## config.mk

```make
export PLATFORM = sky130hd
export DESIGN_NAME = instr_prefetch_buf_flat
export DESIGN_NICKNAME = d
export VERILOG_FILES = /design/src/rtl/instr_prefetch_buf_pkg.sv /design/src/rtl/instr_prefetch_buf_if.sv /design/src/rtl/instr_prefetch_buf_sync_fifo.sv /design/src/rtl/instr_prefetch_buf.sv /design/src/flat_wrapper.sv
export SDC_FILE = /design/constraint.sdc
export NUM_CORES = 1
export LEC_CHECK = 0
export BUFFER_PORTS_ARGS = -buffer_cell sky130_fd_sc_hd__buf_2
export CORE_MARGIN = 8
export CORE_UTILIZATION = 55
export DETAILED_ROUTE_END_ITERATION = 7
export GPL_TIMING_DRIVEN = 0
export HOLD_SLACK_MARGIN = 0.1
export PLACE_DENSITY_LB_ADDON = 0.2
export RECOVER_POWER = 50
export REMOVE_ABC_BUFFERS = 1
export SYNTH_ARGS = -nofsm -noshare
export SYNTH_HDL_FRONTEND = slang
export SYNTH_SLANG_ARGS = --single-unit
```

## constraint.sdc

```tcl
create_clock -name clock -period 6.3 [get_ports clock]
set_clock_uncertainty 0.1 [all_clocks]
set_input_delay 0.63 -clock clock [delete_from_list [all_inputs] [get_ports clock]]
set_output_delay 0.63 -clock clock [all_outputs]
set_load 0.01 [all_outputs]
```

## src/rtl/instr_prefetch_buf_pkg.sv

```systemverilog
// Shared types and constants for the instruction prefetch buffer.
package instr_prefetch_buf_pkg;

    localparam int WORD_W = 32;
    localparam logic [WORD_W-1:0] PC_INC = 32'd4;

    typedef enum logic [1:0] {
        ST_IDLE = 2'd0,
        ST_WAIT = 2'd1,
        ST_DROP = 2'd2
    } fetch_state_t;

    typedef struct packed {
        logic [WORD_W-1:0] instr;
        logic [WORD_W-1:0] pc;
    } entry_t;

endpackage

```

## src/rtl/instr_prefetch_buf_if.sv

```systemverilog
// Memory-side and consumer-side signals of the prefetch buffer.
interface instr_prefetch_buf_if;
    import instr_prefetch_buf_pkg::*;

    logic              imem_req;
    logic [WORD_W-1:0] imem_addr;
    logic              imem_ack;
    logic [WORD_W-1:0] imem_rdata;
    logic              inst_valid;
    logic [WORD_W-1:0] inst_out;
    logic [WORD_W-1:0] inst_pc;
    logic              inst_ready;
    logic              redirect;
    logic [WORD_W-1:0] redirect_pc;

    modport master (
        output imem_req, imem_addr, inst_valid, inst_out, inst_pc,
        input  imem_ack, imem_rdata, inst_ready, redirect, redirect_pc
    );

    modport slave (
        input  imem_req, imem_addr, inst_valid, inst_out, inst_pc,
        output imem_ack, imem_rdata, inst_ready, redirect, redirect_pc
    );

endinterface

```

## src/rtl/instr_prefetch_buf_sync_fifo.sv

```systemverilog
// DEPTH-entry queue of {instr, pc} with push/pop/flush and an occupancy count.
module instr_prefetch_buf_sync_fifo
    import instr_prefetch_buf_pkg::*;
#(
    parameter int DEPTH = 4
) (
    input  logic                       clk,
    input  logic                       srst,
    input  logic                       push,
    input  logic                       pop,
    input  logic                       flush,
    input  entry_t                     wr_data,
    output entry_t                     rd_data,
    output logic [$clog2(DEPTH):0]     count
);

    localparam int PTR_W = $clog2(DEPTH);
    localparam int CNT_W = PTR_W + 1;
    localparam logic [CNT_W-1:0] FULL_CNT = CNT_W'(DEPTH);

    entry_t             mem_reg [DEPTH];
    logic [PTR_W-1:0]   wr_ptr_reg;
    logic [PTR_W-1:0]   rd_ptr_reg;
    logic [CNT_W-1:0]   count_reg;
    logic [DEPTH-1:0]   wr_en;
    logic               do_push;
    logic               do_pop;

    // Flush wins over any same-edge push or pop; pop on empty is a no-op.
    assign do_push = push && !flush && (count_reg != FULL_CNT);
    assign do_pop  = pop && !flush && (count_reg != '0);

    genvar gi;
    generate
        for (gi = 0; gi < DEPTH; gi++) begin : g_wr_en
            assign wr_en[gi] = do_push && (wr_ptr_reg == PTR_W'(gi));
        end
    endgenerate

    always_ff @(posedge clk) begin
        if (srst) begin
            for (int i = 0; i < DEPTH; i++) begin
                mem_reg[i] <= '0;
            end
        end else begin
            for (int i = 0; i < DEPTH; i++) begin
                if (wr_en[i]) begin
                    mem_reg[i] <= wr_data;
                end
            end
        end
    end

    always_ff @(posedge clk) begin
        if (srst || flush) begin
            wr_ptr_reg <= '0;
            rd_ptr_reg <= '0;
            count_reg  <= '0;
        end else begin
            if (do_push) begin
                wr_ptr_reg <= wr_ptr_reg + 1'b1;
            end
            if (do_pop) begin
                rd_ptr_reg <= rd_ptr_reg + 1'b1;
            end
            case ({do_push, do_pop})
                2'b10:   count_reg <= count_reg + 1'b1;
                2'b01:   count_reg <= count_reg - 1'b1;
                default: count_reg <= count_reg;
            endcase
        end
    end

    // Head is read straight from the array so a push into an empty queue is visible next cycle.
    assign rd_data = mem_reg[rd_ptr_reg];
    assign count   = count_reg;

endmodule

```

## src/rtl/instr_prefetch_buf.sv

```systemverilog
// Sequential instruction fetcher with a small tagged prefetch queue and redirect flush.
module instr_prefetch_buf
    import instr_prefetch_buf_pkg::*;
#(
    parameter int                DEPTH    = 4,
    parameter logic [WORD_W-1:0] RESET_PC = 32'h0000_0000
) (
    input  logic                  clock,
    input  logic                  reset,
    instr_prefetch_buf_if.master  bus
);

    localparam int CNT_W = $clog2(DEPTH) + 1;
    localparam logic [CNT_W-1:0] FULL_CNT = CNT_W'(DEPTH);

    fetch_state_t       state_reg;
    logic [WORD_W-1:0]  fetch_pc_reg;
    logic [WORD_W-1:0]  imem_addr_reg;
    logic               imem_req_reg;

    logic [CNT_W-1:0]   count;
    logic [CNT_W-1:0]   count_next;
    entry_t             head;
    entry_t             wr_entry;
    logic               push;
    logic               pop;
    logic               room_next;
    logic [WORD_W-1:0]  pc_plus;
    logic [WORD_W-1:0]  redirect_word;

    assign pop           = bus.inst_ready && (count != '0);
    assign push          = (state_reg == ST_WAIT) && imem_req_reg && bus.imem_ack && !bus.redirect;
    assign count_next    = count + CNT_W'(push) - CNT_W'(pop);
    assign room_next     = (count_next < FULL_CNT);
    assign pc_plus       = fetch_pc_reg + PC_INC;
    assign redirect_word = bus.redirect_pc & ~WORD_W'(3);
    assign wr_entry      = '{instr: bus.imem_rdata, pc: imem_addr_reg};

    instr_prefetch_buf_sync_fifo #(
        .DEPTH (DEPTH)
    ) u_fifo (
        .clk     (clock),
        .srst    (reset),
        .push    (push),
        .pop     (pop),
        .flush   (bus.redirect),
        .wr_data (wr_entry),
        .rd_data (head),
        .count   (count)
    );

    // fetch_pc always equals imem_addr while a wanted request is outstanding.
    always_ff @(posedge clock) begin
        if (reset) begin
            state_reg     <= ST_IDLE;
            fetch_pc_reg  <= RESET_PC;
            imem_req_reg  <= 1'b0;
            imem_addr_reg <= '0;
        end else if (bus.redirect) begin
            fetch_pc_reg <= redirect_word;
            case (state_reg)
                ST_WAIT, ST_DROP: begin
                    if (bus.imem_ack) begin
                        state_reg    <= ST_IDLE;
                        imem_req_reg <= 1'b0;
                    end else begin
                        state_reg <= ST_DROP;
                    end
                end
                default: state_reg <= ST_IDLE;
            endcase
        end else begin
            case (state_reg)
                ST_IDLE: begin
                    if (room_next) begin
                        state_reg     <= ST_WAIT;
                        imem_req_reg  <= 1'b1;
                        imem_addr_reg <= fetch_pc_reg;
                    end
                end
                ST_WAIT: begin
                    if (bus.imem_ack) begin
                        fetch_pc_reg <= pc_plus;
                        if (room_next) begin
                            imem_addr_reg <= pc_plus;
                        end else begin
                            state_reg    <= ST_IDLE;
                            imem_req_reg <= 1'b0;
                        end
                    end
                end
                ST_DROP: begin
                    if (bus.imem_ack) begin
                        state_reg    <= ST_IDLE;
                        imem_req_reg <= 1'b0;
                    end
                end
                default: begin
                    state_reg    <= ST_IDLE;
                    imem_req_reg <= 1'b0;
                end
            endcase
        end
    end

    assign bus.imem_req   = imem_req_reg;
    assign bus.imem_addr  = imem_addr_reg;
    assign bus.inst_valid = (count != '0);
    assign bus.inst_out   = head.instr;
    assign bus.inst_pc    = head.pc;

endmodule

```

## src/flat_wrapper.sv

```systemverilog
// flat-port wrapper written by rule: the top's interface ports become plain ports
module instr_prefetch_buf_flat import instr_prefetch_buf_pkg::*;
#(
    parameter int                DEPTH    = 4,
    parameter logic [WORD_W-1:0] RESET_PC = 32'h0000_0000
)
  (clock, reset, bus_imem_req, bus_imem_addr, bus_inst_valid, bus_inst_out, bus_inst_pc, bus_imem_ack, bus_imem_rdata, bus_inst_ready, bus_redirect, bus_redirect_pc);
  instr_prefetch_buf_if bus_i ();
  input  logic clock;
  input  logic reset;
  output wire logic [$bits(bus_i.imem_req)-1:0] bus_imem_req;
  output wire logic [$bits(bus_i.imem_addr)-1:0] bus_imem_addr;
  output wire logic [$bits(bus_i.inst_valid)-1:0] bus_inst_valid;
  output wire logic [$bits(bus_i.inst_out)-1:0] bus_inst_out;
  output wire logic [$bits(bus_i.inst_pc)-1:0] bus_inst_pc;
  input wire logic [$bits(bus_i.imem_ack)-1:0] bus_imem_ack;
  input wire logic [$bits(bus_i.imem_rdata)-1:0] bus_imem_rdata;
  input wire logic [$bits(bus_i.inst_ready)-1:0] bus_inst_ready;
  input wire logic [$bits(bus_i.redirect)-1:0] bus_redirect;
  input wire logic [$bits(bus_i.redirect_pc)-1:0] bus_redirect_pc;
  assign bus_imem_req = bus_i.imem_req;
  assign bus_imem_addr = bus_i.imem_addr;
  assign bus_inst_valid = bus_i.inst_valid;
  assign bus_inst_out = bus_i.inst_out;
  assign bus_inst_pc = bus_i.inst_pc;
  assign bus_i.imem_ack = bus_imem_ack;
  assign bus_i.imem_rdata = bus_imem_rdata;
  assign bus_i.inst_ready = bus_inst_ready;
  assign bus_i.redirect = bus_redirect;
  assign bus_i.redirect_pc = bus_redirect_pc;
  instr_prefetch_buf #(.DEPTH(DEPTH), .RESET_PC(RESET_PC)) u_core (.clock(clock), .reset(reset), .bus(bus_i));
endmodule
```

# Yosys cells after proc, flatten, opt, wreduce, memory -nomap -nowiden
# Memories as Yosys holds them, arrays and structs flattened. A register that Yosys moved wholly into a read port is not among the register bits.
# Index checks and enable logic that the tools add are counted.
[word_totals]
ramBits = 256
input_bits = 69
regBits = 74
mem_count = 1
output_inout_bits = 98
[memory_table]
columns = ["memory", "depth", "width", "rd", "rd_ports_with_merged_regs", "write_ports", "line", "text"]
rows = [
  ["u_core.u_fifo.mem_reg", 4, 64, 1, 1, 4, "instr_prefetch_buf_sync_fifo.sv:21", "entry_t mem_reg [DEPTH];"],
]
[op_classes]
bitwise_logic = 5
muxes = 43
n_reduce_logical = 28
eq_ne = 16
add_sub_neg = 7
order_cmp = 1
[ops]
columns = ["op", "count"]
rows = [
  ["two-way mux 64 bit", 4],
  ["two-way mux 32 bit", 6],
  ["one-hot mux 32 bit (2 select lines)", 1],
  ["adder 32 x 3 -> 32 bit, second input constant", 1],
  ["two-way mux 1 bit", 20],
  ["two-way mux 2 bit", 9],
  ["logical AND 1 bit", 12],
  ["!= test 3 bit, second input constant", 4],
  ["equality test 2 bit, second input constant", 4],
  ["AND reduction 4 bit", 2],
  ["nonzero test 2 bit", 4],
  ["equality test 2 x 1 -> 1 bit, second input constant", 3],
  ["!= test 2 x 1 -> 1 bit, second input constant", 3],
  ["one-hot mux 2 bit (3 select lines)", 1],
  ["one-hot mux 3 bit (2 select lines)", 1],
  ["AND reduction 5 bit", 1],
  ["adder 2 x 1 -> 2 bit, second input constant", 2],
  ["logical NOT 2 bit", 2],
  ["OR 1 bit", 4],
  ["AND reduction 2 bit", 2],
  ["OR reduction 2 bit", 2],
  ["adder 3 x 1 -> 3 bit", 1],
  ["adder 3 x 1 -> 3 bit, second input constant", 1],
  ["< comparator 3 bit, second input constant", 1],
  ["9 further kinds", 9],
]

# Longest topological paths before layout
# Gate-level depths: netlist of run 1.
[logic_depth]
word_depth = 11
ltp_mapped = 14
mapped_depth_nobuf = 12

# Cells and area by module
# Synthesis of run 1 repeated with hierarchy kept, for this count alone.
[hier_totals]
cells_unflattened = 1193
hier_area_um2 = 15158.3
[modules_own_cells]
columns = ["mod", "n_inst", "cells_per_inst", "area_per_inst_um2"]
rows = [
  ["instr_prefetch_buf_sync_fifo", 1, 751, 11414.7],
  ["instr_prefetch_buf", 1, 442, 3743.6],
]

# Worst setup path before layout of run 1
# Ideal clock, no wire load.
[synth_path]
kind = "input port to flip-flop"
from = "input port bus_imem_ack"
to = "memory u_core.u_fifo.mem_reg[0][10] in the netlist's numbering, enable pin"
stages = 6
path_slack_ns = 3.117
setup_ns = 0.421
arrival_time_ns = 2.662
path_cell_list = "buf_2 > and2_1 > nand3b_1 > a21oi_2 > nand2_1 > nand2_1"
[synth_rtl]
columns = ["element", "line", "text"]
rows = [
  ["start, declared", "flat_wrapper.sv:16", "input wire logic [$bits(bus_i.imem_ack)-1:0] bus_imem_ack;"],
  ["end, declared", "instr_prefetch_buf_sync_fifo.sv:21", ""],
]

==> results.sh, run 1 <==
export IMPL_global_route_usage_total_pct=21.0
export IMPL_post_drt_wl_per_cell_um=21.9
export IMPL_crit_cells=10
export IMPL_violations="capacitance limit, slew limit"
export IMPL_crit_buf_inv=4
export IMPL_drt_wl_total_um=35300
export IMPL_placed_cells=1554
export IMPL_crit_chain="inv_1 > ha_1 > and2_1 > nand3b_1 > a21oi_1 > inv_1 > nor2_1 > buf_12 > buf_12 > and3_1"
export IMPL_critPathArrivalTime_ns=5.28
export IMPL_nNetsFinal=1331
export IMPL_slew_violations=204
export IMPL_max_freq_mhz=199
export IMPL_grt_pass1_vias=9851
export IMPL_instances_no_fill=1615
export IMPL_largest_reg_flops=248
export IMPL_die_height_um=180
export IMPL_cp_required_ns=6.56
export IMPL_r2r_end="u_core.u_fifo.mem_reg[1][50]$_SDFFCE_PN0P_"
export IMPL_reg2reg_setup_slack_ns=1.28
export IMPL_cts_resized=0
export IMPL_crit_path_max_incr_delay_ns=1.53
export IMPL_synth_ff_type="edfxtp_1"
export IMPL_syn_avg_cell_area_um2=12.9
export IMPL_drive_gt1_share_pct=15.7
export IMPL_grt_max_degree=65
export IMPL_synth_edf_count=248
export IMPL_cts_max_level=2
export IMPL_routabilityCongestion=0.884
export IMPL_worstSetupStartpointType="flop"
export IMPL_finalCritPeriodShare_pct=79.7
export IMPL_status="finished, violations left"
export IMPL_num_vias=9667
export IMPL_cts_made_buffers=35
export IMPL_crit_type="flop to flop"
export IMPL_crit_start="u_core.state_reg[1]$_SDFFE_PP0P_"
export IMPL_cts_setup_buffers=0
export IMPL_setup_viol=0
export IMPL_cts_clk_slew_worst_paths_ns=0.06
export IMPL_power_leakage_nw=6.80
export IMPL_path_delay_family="simple AND/OR/NAND/NOR gates"
export IMPL_clockBufferDepth=3
export IMPL_drc=0
export IMPL_die_x_um=180
export IMPL_maxCapViolCount=8
export IMPL_synth_seq_cells=320
export IMPL_numPortBuffers=160
export IMPL_ys_types=54
export IMPL_dieArea_mm2=0.0324
export IMPL_dr_pass1_iters=5
export IMPL_powerDensity_mw_per_mm2=273
export IMPL_grt_setup_unrepaired="no"
export IMPL_setup_ws_ns=1.28
export IMPL_fin_crit_ns=5.02
export IMPL_crit_path_end="u_core.u_fifo.mem_reg[1][50]$_SDFFCE_PN0P_"
export IMPL_place_worst_setup_slack_ns=2.10
export IMPL_hold_buffers=0
export IMPL_core_mm2=0.0267
export IMPL_initial_core_util_pct=55.4
export IMPL_fillers=2151
export IMPL_netlist_area_mm2=0.0148
export IMPL_row_count=60
export IMPL_async_flop_share_pct=0
export IMPL_place_hpwl_um=21300
export IMPL_crit_path_end_kind="flop"
export IMPL_insertion_delay_ns=0.50
export IMPL_ys_seq_area_share_pct=60.1
export IMPL_viasPerCell=5.99
export IMPL_cts_sinks=320
export IMPL_drtIter0Drc=887
export IMPL_antenna_left=0
export IMPL_grt_pass1_wl_um=54500
export IMPL_slew_headroom_pct=-94.1
export IMPL_cts_tree="yes"
export IMPL_peakVddDrop_v=0.000176
export IMPL_timing_rr_start="u_core.state_reg[1]$_SDFFE_PP0P_"
export IMPL_cpMaxStageDelayCell="nor2_1"
export IMPL_root_buffer="clkbuf_16"
export IMPL_area_growth_pct=13.9
export IMPL_path_max_fanout=55
export IMPL_ys_warnings_count=0
export IMPL_hold_path_class="input pin to flop"
export IMPL_hold_viol=0
export IMPL_reg2reg_depth=10
export IMPL_io_pins=167
export IMPL_diodes=0
export IMPL_hold_slack_ns=0.262
export IMPL_tightest_slew_ns=2.91
export IMPL_syn_inst=1148
export IMPL_antenna_found_initial=0
export IMPL_grt_remaining_overflow=0
per-layer routing:
layer | up-vias | routed length, um | track usage, %
met1 | 4749 | 15100 | 27.8
met5 | - | 0 | 0
met4 | 0 | 893 | 6.65
met2 | 336 | 17200 | 34.5
met3 | 47 | 2150 | 4.05
li1 | 4535 | - | -
power by group:
group	internal (mW)	total, mW	switching (mW)	leakage (nW)
Combinational	0.106	0.280	0.174	3.13
Clock	1.12	1.91	0.790	0.518
Sequential	2.36	2.42	0.0637	3.16
Total	3.58	4.61	1.03	6.80
cell type report:
class / count / area, um^2 / share of cell area, %
sequential: 320 / 8890 / 52.7
tap: 341 / 427 / 2.53
clock buffer: 47 / 973 / 5.77
timing repair buffer: 176 / 1020 / 6.08
inverter: 26 / 97.6 / 0.579
clock inverter: 14 / 87.6 / 0.519
multi-input combinational: 691 / 5360 / 31.8
how the worst min path moves through the flow:
stage,from,to,slack (ns),cells past startpoint
finish,bus_redirect_pc[2],u_core.fetch_pc_reg[2]$_SDFFE_PP0P_,0.26,3
global route,bus_redirect_pc[2],u_core.fetch_pc_reg[2]$_SDFFE_PP0P_,0.28,3
CTS,bus_redirect_pc[2],u_core.fetch_pc_reg[2]$_SDFFE_PP0P_,0.25,3
detailed placement,u_core.u_fifo.wr_ptr_reg[1]$_SDFFE_PP0P_,u_core.u_fifo.wr_ptr_reg[1]$_SDFFE_PP0P_,0.40,2
global placement,u_core.u_fifo.wr_ptr_reg[1]$_SDFFE_PP0P_,u_core.u_fifo.wr_ptr_reg[1]$_SDFFE_PP0P_,0.38,2
floorplan,u_core.u_fifo.wr_ptr_reg[1]$_SDFFE_PP0P_,u_core.u_fifo.wr_ptr_reg[1]$_SDFFE_PP0P_,0.37,2
layout by cell type (no fill, tap or decap), types with 5 or more instances in the layout:
master       n
a21oi_1     29
ha_1         7
nor4_1      10
dfxtp_1     71
nand2_1     46
clkinv_1    10
edfxtp_1   248
nand4_1     20
mux4_2      62
clkbuf_1   102
xnor2_1     30
nand3_1     17
inv_1       25
mux2i_1     10
buf_12      10
a211oi_1    30
buf_2       67
nor3b_1      5
nor2_1      71
nor3_1      12
xor2_1      29
and3_1     251
clkbuf_16   37
o21ai_0      7
o21a_1       9
synth_stat cells, types with 5 or more instances:
cell type / count / area (um^2)
nor3_1: 12 / 60.1
xnor2_1: 30 / 263
a21oi_1: 28 / 140
mux4_2: 62 / 1400
dfxtp_1: 72 / 1440
a211oi_1: 30 / 225
nor3b_1: 5 / 37.5
ha_1: 11 / 138
buf_2: 14 / 70.1
o21ai_0: 7 / 35.0
mux2i_1: 10 / 100
inv_1: 25 / 93.8
xor2_1: 29 / 254
edfxtp_1: 248 / 7450
nand3_1: 17 / 85.1
nand2_1: 46 / 173
buf_1: 11 / 41.3
clkbuf_1: 85 / 319
nand4_1: 20 / 125
and3_1: 251 / 1570
nor4_1: 9 / 56.3
o21a_1: 9 / 67.6
nor2_1: 70 / 263
logic make-up after synthesis:
kind of cell	Yosys count	synth area share (%)
and+or+nand+nor	452	17.2
DFF	320	60.1
buffers and inverters	140	3.77
AOI/OAI and AO/OA	92	4.24
muxes	72	10.1
xor gates and xnor gates	59	3.49
adders and majority gates	12	1.07
other	1	0.0253
tightest hold or removal path, stage by stage:
cell     delay, ns
buf_2         0.08
a21oi_1       0.05
nor2_1        0.07
metrics by stage:
stage	cell area (um^2)	total power, mW	util (%)	setup TNS, ns
after CTS	17000	4.65	63.7	0
after global placement	15600	2.74	58.3	-478.11
after global routing	16900	4.76	63.1	0
after detailed placement	16000	2.75	59.8	0
final	16900	4.61	63.1	0
after floorplan	14400	2.60	-	0
No activity file was read; power rests on OpenSTA's default activity.
==> run 2: changes to the inputs <==
Clock period 6.3 ns to 4.7 ns, I/O delays scaled along.
==> results.sh, run 2 (synthesis gave the netlist of run 1 again) <==
export IMPL_reg2reg_depth=8
export IMPL_insertion_delay_ns=0.50
export IMPL_nNetsFinal=1334
export IMPL_core_mm2=0.0267
export IMPL_status="finished, violations left"
export IMPL_die_height_um=180
export IMPL_timing_rr_start="u_core.state_reg[1]$_SDFFE_PP0P_"
export IMPL_setup_ws_ns=0.373
export IMPL_drt_wl_total_um=35400
export IMPL_grt_pass1_vias=9860
export IMPL_place_worst_setup_slack_ns=0.520
export IMPL_fillers=2145
export IMPL_global_route_usage_total_pct=21.0
export IMPL_grt_max_degree=65
export IMPL_viasPerCell=6.00
export IMPL_violations="capacitance limit, slew limit"
export IMPL_diodes=0
export IMPL_clockBufferDepth=3
export IMPL_post_drt_wl_per_cell_um=21.9
export IMPL_grt_pass1_wl_um=54500
export IMPL_maxCapViolCount=4
export IMPL_cts_resized=0
export IMPL_crit_path_end_kind="flop"
export IMPL_initial_core_util_pct=55.4
export IMPL_crit_path_end="u_core.u_fifo.mem_reg[2][58]$_SDFFCE_PN0P_"
export IMPL_worstSetupStartpointType="flop"
export IMPL_reg2reg_setup_slack_ns=0.37
export IMPL_critPathArrivalTime_ns=4.35
export IMPL_placed_cells=1554
export IMPL_setup_viol=0
export IMPL_power_leakage_nw=6.81
export IMPL_place_hpwl_um=21300
export IMPL_largest_reg_flops=248
export IMPL_drc=0
export IMPL_max_freq_mhz=231
export IMPL_cp_required_ns=4.72
export IMPL_area_growth_pct=14.2
export IMPL_cts_made_buffers=35
export IMPL_path_max_fanout=33
export IMPL_crit_type="flop to flop"
export IMPL_drtIter0Drc=833
export IMPL_routabilityCongestion=0.884
export IMPL_instances_no_fill=1618
export IMPL_crit_chain="inv_1 > ha_1 > and2_1 > nand3b_1 > a21oi_1 > nand2_1 > nand2_2 > clkbuf_4"
export IMPL_cts_tree="yes"
export IMPL_antenna_left=0
export IMPL_slew_violations=48
export IMPL_layout_commonest_cell="and3_1"
export IMPL_final_cell_mix="and3_1 (251), edfxtp_1 (248), clkbuf_1 (101), dfxtp_1 (71), nor2_1 (70)"
export IMPL_crit_path_max_incr_delay_ns=0.68
export IMPL_numPortBuffers=160
export IMPL_grt_remaining_overflow=0
export IMPL_fin_util_pct=63.2
export IMPL_slew_headroom_pct=-18.5
export IMPL_crit_start="u_core.state_reg[1]$_SDFFE_PP0P_"
export IMPL_dieArea_mm2=0.0324
export IMPL_finalCritPeriodShare_pct=92.1
export IMPL_row_count=60
export IMPL_hold_path_class="input pin to flop"
export IMPL_drive_gt1_share_pct=16.0
export IMPL_peakVddDrop_v=0.000238
export IMPL_cts_sinks=320
export IMPL_r2r_end="u_core.u_fifo.mem_reg[2][58]$_SDFFCE_PN0P_"
export IMPL_tightest_slew_ns=1.78
export IMPL_grt_setup_unrepaired="no"
export IMPL_ff_latch_area_mm2=0.00889
export IMPL_root_buffer="clkbuf_16"
export IMPL_cpMaxStageDelayCell="nand2_2"
export IMPL_cts_clk_slew_worst_paths_ns=0.06
export IMPL_die_x_um=180
export IMPL_cts_max_level=2
export IMPL_antenna_found_initial=0
export IMPL_io_pins=167
export IMPL_dr_pass1_iters=7
export IMPL_multi_input_area_mm2=0.00538
export IMPL_cts_setup_buffers=0
export IMPL_num_vias=9715
export IMPL_hold_viol=0
export IMPL_fin_crit_ns=4.33
export IMPL_powerDensity_mw_per_mm2=366
[run 2: cell count changes in the layout (fill, tap and decap cells not counted)]
cell / delta
dlygate4sd3_1: +3
nand2_1: -2
nand2_2: +2
buf_12: -1
buf_2: +1
clkbuf_1: -1
clkbuf_4: +1
nor2_1: -1
nor2_4: +1
[run 2: cell type report]
class / instances / share of cell area (%)
clock buffer: 47 / 5.76
clock inverter: 14 / 0.518
timing repair buffer: 179 / 6.18
sequential: 320 / 52.6
tap: 341 / 2.53
inverter: 26 / 0.578
multi-input combinational: 691 / 31.8
[run 2: worst min-delay path by stage]
| stage | slack, ns | end | cells past startpoint | startpoint |
|---|---|---|---|---|
| finish | 0.12 | u_core.fetch_pc_reg[3]$_SDFFE_PP0P_ | 3 | bus_redirect_pc[3] |
| global route | 0.12 | u_core.fetch_pc_reg[13]$_SDFFE_PP0P_ | 3 | bus_redirect_pc[13] |
| CTS | 0.11 | u_core.fetch_pc_reg[9]$_SDFFE_PP0P_ | 3 | bus_redirect_pc[9] |
| detailed placement | 0.40 | u_core.u_fifo.wr_ptr_reg[1]$_SDFFE_PP0P_ | 2 | u_core.u_fifo.wr_ptr_reg[1]$_SDFFE_PP0P_ |
| global placement | 0.38 | u_core.u_fifo.wr_ptr_reg[1]$_SDFFE_PP0P_ | 2 | u_core.u_fifo.wr_ptr_reg[1]$_SDFFE_PP0P_ |
| floorplan | 0.37 | u_core.u_fifo.wr_ptr_reg[1]$_SDFFE_PP0P_ | 2 | u_core.u_fifo.wr_ptr_reg[1]$_SDFFE_PP0P_ |
[run 2: where the power goes]
| part | switching, mW | total, mW | internal (mW) | leakage [nW] |
|---|---|---|---|---|
| clock network | 1.06 | 2.56 | 1.50 | 0.518 |
| registers | 0.0856 | 3.24 | 3.16 | 3.16 |
| logic | 0.233 | 0.375 | 0.142 | 3.14 |
| total | 1.37 | 6.18 | 4.80 | 6.81 |
[run 2: stage by stage]
stage | total power, mW | setup TNS [ns] | hold WS [ns] | area (um^2)
after floorplan | 3.48 | -163.96 | 0.369 | 14400
after global placement | 3.67 | -1149.65 | 0.383 | 15600
after detailed placement | 3.69 | 0 | 0.397 | 16000
after CTS | 6.24 | 0 | 0.106 | 17100
after global routing | 6.38 | 0 | 0.122 | 16900
final | 6.18 | 0 | 0.117 | 16900
[run 2: timing repair]
action | CTS | global route
hold buffers | 3 | 0
endpoints found under the setup margin | 0 | 0
endpoints found under the hold margin | 3 | 0
[run 2: critical path: cells and delay by family, from the launching register on]
family	cells	cell delay [ns]
adder cells (fa/ha/maj)	1	0.61
AND/OR/NAND/NOR	4	1.60
flip-flops	1	0.32
AO/OA/AOI/OAI	1	0.49
buffers and inverters	2	0.78
[run 2: layer usage]
metal	vias to the layer above	wire [um]	track usage (%)
met1	4775	15200	27.8
met2	349	17200	34.6
li1	4544	-	-
met5	-	0	0
met3	47	2200	4.05
met4	0	900	6.65
==> run 3: changes to the inputs <==
Settings changed: CORE_ASPECT_RATIO set to 0.75.
==> results.sh, run 3 (synthesis gave the netlist of run 1 again) <==
export IMPL_max_freq_mhz=238
export IMPL_holdPathEnd="u_core.fetch_pc_reg[17]$_SDFFE_PP0P_"
export IMPL_holdPathStages=3
export IMPL_cpMaxStageDelayCell="a221oi_4"
export IMPL_numPortBuffers=160
export IMPL_fin_crit_ns=4.20
export IMPL_crit_chain="inv_1 > ha_2 > and2_1 > nand3b_1 > ha_1 > inv_1 > ha_1 > and3b_1 > or3_4 > a221oi_4 > buf_16 > buf_8 > nor2_1 > a211oi_1"
export IMPL_powerDensity_mw_per_mm2=356
export IMPL_power_leakage_nw=6.79
export IMPL_cts_made_buffers=30
export IMPL_largest_reg_flops=248
export IMPL_path_delay_family="simple AND/OR/NAND/NOR gates"
export IMPL_die_height_um=158
export IMPL_stdcell_area_mm2=0.0169
export IMPL_viasPerCell=6.00
export IMPL_fillers=2093
export IMPL_hold_viol=0
export IMPL_row_count=52
export IMPL_diodes=0
export IMPL_core_mm2=0.0267
export IMPL_cts_setup_buffers=0
export IMPL_crit_buf_inv=4
export IMPL_drtIter0Drc=710
export IMPL_insertion_delay_ns=0.55
export IMPL_grt_pass1_vias=9704
export IMPL_critPathArrivalTime_ns=4.53
export IMPL_multi_input_area_mm2=0.00538
export IMPL_num_vias=9790
export IMPL_antenna_found_initial=0
export IMPL_grt_remaining_overflow=0
export IMPL_hold_slack_ns=0.124
export IMPL_cts_max_level=1
export IMPL_dieArea_mm2=0.0325
export IMPL_area_growth_pct=13.9
export IMPL_instances_no_fill=1633
export IMPL_routabilityCongestion=0.853
export IMPL_cp_required_ns=5.04
export IMPL_nNetsFinal=1339
export IMPL_grt_max_degree=65
export IMPL_peakVddDrop_v=0.000286
export IMPL_reg2reg_depth=14
export IMPL_drc=0
export IMPL_cts_tree="yes"
export IMPL_hold_path_class="input pin to flop"
export IMPL_root_buffer="clkbuf_16"
export IMPL_tightest_slew_ns=1.62
export IMPL_global_route_usage_total_pct=21.5
export IMPL_slew_headroom_pct=-8.81
export IMPL_status="finished, violations left"
export IMPL_placed_cells=1564
export IMPL_io_pins=167
export IMPL_antenna_left=0
export IMPL_crit_type="flop to flop"
export IMPL_slew_violations=49
export IMPL_holdCritStartpoint="bus_redirect_pc[17]"
export IMPL_finalCritPeriodShare_pct=89.3
export IMPL_tns_ns=0
export IMPL_ff_latch_area_mm2=0.00889
export IMPL_reg2reg_setup_slack_ns=0.50
export IMPL_place_hpwl_um=21900
export IMPL_layout_commonest_cell="and3_1"
export IMPL_cts_sinks=320
export IMPL_maxCapViolCount=2
export IMPL_crit_path_end_kind="flop"
export IMPL_violations="capacitance limit, slew limit"
export IMPL_drive_gt1_share_pct=16.0
export IMPL_timing_rr_start="u_core.state_reg[1]$_SDFFE_PP0P_"
export IMPL_die_x_um=205
export IMPL_fin_util_pct=63.1
export IMPL_setup_viol=0
export IMPL_clockBufferDepth=3
export IMPL_path_max_fanout=27
export IMPL_grt_pass1_wl_um=54800
export IMPL_crit_start="u_core.state_reg[1]$_SDFFE_PP0P_"
export IMPL_dr_pass1_iters=5
export IMPL_post_drt_wl_per_cell_um=21.8
export IMPL_crit_path_max_incr_delay_ns=0.62
export IMPL_worstSetupStartpointType="flop"
export IMPL_r2r_end="u_core.bus.imem_addr[28]$_SDFFE_PP0P_"
export IMPL_initial_core_util_pct=55.3
export IMPL_drt_wl_total_um=35600
export IMPL_final_cell_mix="and3_1 (251), edfxtp_1 (248), clkbuf_1 (101), nor2_1 (70), dfxtp_1 (70)"
export IMPL_place_area_mm2=0.0160
export IMPL_cts_clk_slew_worst_paths_ns=0.07
export IMPL_grt_setup_unrepaired="no"
[run 3: where the power goes]
group | internal, mW | switching [mW] | total [mW]
clock network | 1.35 | 1.03 | 2.38
registers | 3.16 | 0.0892 | 3.25
logic | 0.145 | 0.233 | 0.379
total | 4.65 | 1.35 | 6.00
[run 3: final cells by class]
class,instances,share of cell area [%]
flip-flops and latches,320,52.7
multi-input cells,691,31.9
repair buffers,189,6.53
clock buffers,42,4.96
well taps,351,2.60
clock inverters,14,0.720
inverters,26,0.579
[run 3: what timing repair did]
action | in CTS | in global routing
endpoints found under the setup margin | 0 | 3
gates resized for setup | 0 | 1
hold buffers | 13 | 0
endpoints found under the hold margin | 13 | 0
[run 3: layer usage]
metal	up-vias	GRT usage [%]	wire (um)
met2	306	36.3	17300
met1	4891	29.5	15300
met5	-	0	0
li1	4558	-	-
met4	0	3.94	528
met3	35	3.54	2450
[run 3: worst min-delay path, delay by kind of cell]
kind            cells  cell delay (ns)
compound gates      1             0.08
buf+inv             2             0.15
[run 3: worst max-delay path by stage]
stage	end	slack (ns)	depth (start not counted)
after floorplan	u_core.u_fifo.mem_reg[0][10]$_SDFFCE_PN0P_	-0.66	8
after global placement	u_core.u_fifo.mem_reg[0][39]$_SDFFCE_PN0P_	-3.50	8
after detailed placement	u_core.bus.imem_addr[28]$_SDFFE_PP0P_	0.27	14
after CTS	u_core.bus.imem_addr[28]$_SDFFE_PP0P_	0.22	14
after global routing	bus_inst_out[15]	0.11	3
final	u_core.bus.imem_addr[28]$_SDFFE_PP0P_	0.50	14
[run 3: through the flow]
step	total power [mW]	setup WS (ns)
finish	6.00	0.505
global route	6.19	0.114
CTS	6.06	0.221
detailed placement	3.70	0.273
global placement	3.68	-3.50
floorplan	3.48	-0.661
